File: src/rtl/fetch_unit.sv
// Instruction fetch unit: one outstanding imem read, a registered instruction slot held across decode stalls, and redirect/drop handling.
// Optional halt detection (opcode 4'hF) is compiled in with the HALT_DETECT_EN macro.
module fetch_unit (
    input  logic        clk,
    input  logic        rst,
    input  logic        redirect,
    input  logic [15:0] redirect_pc,
    input  logic        stall,
    output logic        imem_req,
    output logic [15:0] imem_addr,
    input  logic        imem_valid,
    input  logic [15:0] imem_rdata,
    output logic [15:0] inst_out,
    output logic        inst_valid,
    output logic [15:0] inst_pc,
    output logic [15:0] pc_plus2,
    output logic        halted
);

    typedef enum logic [1:0] {ISSUE, WAIT, HOLD, HALTED} state_t;

    state_t      state_q, state_d;
    logic [15:0] pc_q, pc_d;
    logic        drop_q, drop_d;
    logic [15:0] inst_out_q, inst_out_d;
    logic [15:0] inst_pc_q, inst_pc_d;
    logic        inst_valid_q, inst_valid_d;
    logic [15:0] redir_target;
    logic        halt_hit;

    // Instructions are halfword aligned, so bit 0 of a branch target is dropped.
    assign redir_target = redirect_pc & 16'hFFFE;

`ifdef HALT_DETECT_EN
    assign halt_hit = (inst_out_q[15:12] == 4'hF);
    assign halted   = (state_q == HALTED);
`else
    assign halt_hit = 1'b0;
    assign halted   = 1'b0;
`endif

    assign imem_addr  = pc_q;
    assign inst_out   = inst_out_q;
    assign inst_pc    = inst_pc_q;
    assign inst_valid = inst_valid_q;
    assign pc_plus2   = inst_pc_q + 16'd2;

    always_ff @(posedge clk or posedge rst) begin
        if (rst) begin
            state_q      <= ISSUE;
            pc_q         <= 16'h0000;
            drop_q       <= 1'b0;
            inst_out_q   <= 16'h0000;
            inst_pc_q    <= 16'h0000;
            inst_valid_q <= 1'b0;
        end else begin
            state_q      <= state_d;
            pc_q         <= pc_d;
            drop_q       <= drop_d;
            inst_out_q   <= inst_out_d;
            inst_pc_q    <= inst_pc_d;
            inst_valid_q <= inst_valid_d;
        end
    end

    always_comb begin
        state_d      = state_q;
        pc_d         = pc_q;
        drop_d       = drop_q;
        inst_out_d   = inst_out_q;
        inst_pc_d    = inst_pc_q;
        inst_valid_d = inst_valid_q;
        imem_req     = 1'b0;
        case (state_q)
            ISSUE: begin
                if (redirect) begin
                    pc_d = redir_target;
                end else begin
                    imem_req = 1'b1;
                    state_d  = WAIT;
                end
            end
            WAIT: begin
                if (redirect) begin
                    pc_d = redir_target;
                    // The in-flight read still has to come back; remember to discard it.
                    if (imem_valid) begin
                        drop_d  = 1'b0;
                        state_d = ISSUE;
                    end else begin
                        drop_d = 1'b1;
                    end
                end else if (imem_valid) begin
                    if (drop_q) begin
                        drop_d  = 1'b0;
                        state_d = ISSUE;
                    end else begin
                        inst_out_d   = imem_rdata;
                        inst_pc_d    = pc_q;
                        inst_valid_d = 1'b1;
                        pc_d         = pc_q + 16'd2;
                        state_d      = HOLD;
                    end
                end
            end
            HOLD: begin
                if (redirect) begin
                    pc_d         = redir_target;
                    inst_valid_d = 1'b0;
                    state_d      = ISSUE;
                end else if (!stall) begin
                    inst_valid_d = 1'b0;
                    state_d      = halt_hit ? HALTED : ISSUE;
                end
            end
            HALTED: begin
            end
            default: state_d = ISSUE;
        endcase
    end

endmodule

File: config.mk
export PLATFORM = sky130hd
export DESIGN_NAME = fetch_unit
export DESIGN_NICKNAME = d
export VERILOG_FILES = /design/src/rtl/fetch_unit.sv
export SDC_FILE = /design/constraint.sdc
export NUM_CORES = 1
export LEC_CHECK = 0
export BUFFER_PORTS_ARGS = -buffer_cell sky130_fd_sc_hd__buf_4
export CORE_MARGIN = 5
export CORE_UTILIZATION = 44
export DETAILED_ROUTE_END_ITERATION = 12
export PLACE_DENSITY = 0.82
export SLEW_MARGIN = 20
export SYNTH_ARGS = -nofsm -noshare
export SYNTH_HDL_FRONTEND = slang
export SYNTH_SLANG_ARGS = --single-unit
File: constraint.sdc
create_clock -name clk -period 1.8 [get_ports clk]
set_clock_uncertainty 0.1 [all_clocks]
set_input_delay 0.27 -clock clk [delete_from_list [all_inputs] [get_ports clk]]
set_output_delay 0.27 -clock clk [all_outputs]
set_load 0.05 [all_outputs]
==> results.py <==
metrics = {
    "yosys": {
        "netlist_instances": 253,
        "ys_warn_count": 0,
        "async_reset_ff_frac": 1.00,
        "synth-main-ff-cell": "dfrtp_1",
        "avgSynthCellArea_um2": 10.6,
        "ys_seq_area_frac": 0.466,
        "synth-edff-count": 0,
        "synth_seq_cells": 50,
        "yosysUniqueCellTypes": 44,
        "yosysTopAreaCell": "dfrtp_1",
        "synthesis.area_um2": 2690,
        "yosys-top-cells-area": "dfrtp_1, mux2_2, a21oi_1",
        "synth_top_area_frac": 0.466,
    },
    "routing": {
        "drtIter0Drc": 187,
        "via_per_inst": 5.57,
        "routed-via-count": 2659,
        "finalWirelength_mm": 9.24,
        "wl_per_cell_um": 19.4,
        "ant_nets": 0,
        "first_pass_iters": 5,
        "post-route-drc-count": 0,
    },
    "global_route": {
        "grt_max_degree": 28,
        "antenna_found_initial": 0,
        "grtUsageTotal": 0.200,
        "grt_pass1_wl_mm": 12.2,
        "grt_pass1_vias": 2562,
        "grt_overflow": 0,
    },
    "clock_network": {
        "htreeDepth": 2,
        "clk_pin_slew_ns": 0.09,
        "cts_tree": "done",
        "cts-root-buf": "clkbuf_8",
        "clk_path_buf_depth": 2,
        "clock_latency_ns": 0.30,
        "cts_buffers": 5,
        "cts_sinks": 50,
    },
    "sta": {
        "hold_viol": 0,
        "post-route-min-period_ns": 2.07,
        "finalCritPeriodShare": 1.15,
        "setup_viol": 19,
        "max_freq_mhz": 484,
        "rsz0062_at_grt": "true",
        "tns_ns": -2.58,
        "drv_slew": 0,
        "worst_pin_slew_ns": 0.538,
        "setup_ws_ns": -0.265,
        "slew-limit-headroom": 0.641,
    },
    "worst_setup_path": {
        "required_ns": 1.43,
        "cp.arrival_ns": 1.70,
        "critPathKind": "flip-flop to output port",
        "crit_path_end_kind": "output port",
        "crit_fanout": 4,
        "cp-start-kind": "flip-flop",
        "rr_worst_depth": 6,
    },
    "finish": {
        "final_net_count": 444,
        "final_common_cell": "buf_4",
        "drive_above_1_share": 0.692,
        "diodes": 0,
        "syn_to_final_growth_pct": 79.5,
        "mostFrequentLayoutCells": "buf_4, dfrtp_1, mux2_4",
    },
    "die": {
        "die_y_um": 88.1,
        "die_area_um2": 7770,
        "dieWidth_um": 88.1,
        "core_area_um2": 5920,
        "top_level_ports": 104,
        "core.rowCount": 28,
        "start_util": 0.454,
    },
    "run": {
        "drv_cap": 0,
    },
    "place": {
        "port_buffers": 98,
        "place_congestion": 0.811,
        "place_hpwl_mm": 5.65,
    },
    "outcome": {
        "outcome": "finished with violations",
        "violations": "setup timing",
    },
    "min_path": {
        "hold_path.class": "primary input to flip-flop",
        "whs_path_depth": 2,
    },
}
-- kinds of logic (layout without fill, tap and decap cells) --
group,Yosys count,count (layout),share of synthesized area
other,1,4,0.00140
DFF,50,50,0.466
adders and majority gates,6,6,0.0280
AOI/OAI and AO/OA,50,50,0.117
buffers and inverters,24,170,0.0485
xor gates and xnor gates,13,13,0.0424
and+or+nand+nor,73,73,0.149
muxes,36,36,0.148
-- cells in the mapped netlist (2+ instances only) --
cell type / instances
nor2_1: 12
nand4_1: 5
nand2_1: 16
a211oi_1: 2
and3_1: 4
a21o_1: 2
inv_1: 5
clkbuf_1: 7
dfrtp_1: 50
and2_0: 2
buf_6: 2
o22ai_1: 5
a2bb2oi_1: 5
xor2_1: 5
buf_4: 5
and4_1: 5
buf_2: 5
nand3_1: 15
nand2b_1: 3
mux2i_1: 6
ha_1: 6
xnor2_1: 8
mux2_2: 30
a21oi_1: 17
o21ai_0: 10
nor2b_1: 3
-- registers in the layout, summed over array words and instances (netlist names) --
name	cells
inst_valid	1
drop_q	1
imem_addr	15
state_q	2
inst_out	16
inst_pc	15
-- metrics by stage --
stage,std cells,setup slack (ns),utilization,hold slack [ns],cell area [um2]
after floorplan,256,-0.190,-,0.260,3030
after global placement,442,0.00295,0.680,0.256,4030
after detailed placement,442,-0.0482,0.680,0.248,4030
after CTS,462,-0.265,0.732,0.0455,4340
after global routing,477,-0.366,0.814,0.0441,4820
final,477,-0.265,0.814,0.0527,4820
-- worst paths after layout --
path | startpoint | to | slack, ns
worst min register to register | inst_out[5] | inst_out[5] | 0.42
max in group asynchronous | rst | inst_pc[10] | 0.59
worst max register to register | state_q[1] | imem_addr[14] | -0.07
worst max-delay path | inst_pc[4] | pc_plus2[14] | -0.27
worst min-delay path | imem_valid | drop_q | 0.05
min in group asynchronous | rst | inst_out[7] | 0.47
-- repair_timing --
item,in CTS,in global routing
pin swaps,5,25
endpoints found under the setup margin,35,57
endpoints found under the hold margin,23,0
hold buffers,1,0
gates resized for setup,30,68
buffers inserted,10,9
gates cloned,1,7
-- per-layer routing --
metal / wire length (um) / track usage
met1: 3500 / 0.241
met2: 4770 / 0.365
met3: 701 / 0.0348
met4: 268 / 0.0604
met5: 0 / 0
-- worst max-delay path, stage by stage, from the launching register on --
cell,delay [ns]
dfrtp_2,0.43
and4_2,0.33
nand2b_4,0.13
nor2_4,0.17
xor2_4,0.15
buf_6,0.17
-- cell type report --
class | instances | area (um2)
fill | 307 | 1100
sequential | 50 | 1270
multi-input combinational | 182 | 1910
tap | 75 | 93.8
clock inverter | 1 | 5.00
timing repair buffer | 157 | 1430
clock buffer | 7 | 86.3
inverter | 5 | 18.8
Power is left out: the tool's default activity adds up to more than one toggle a clock period on the data nets, which glitch-free logic cannot reach.
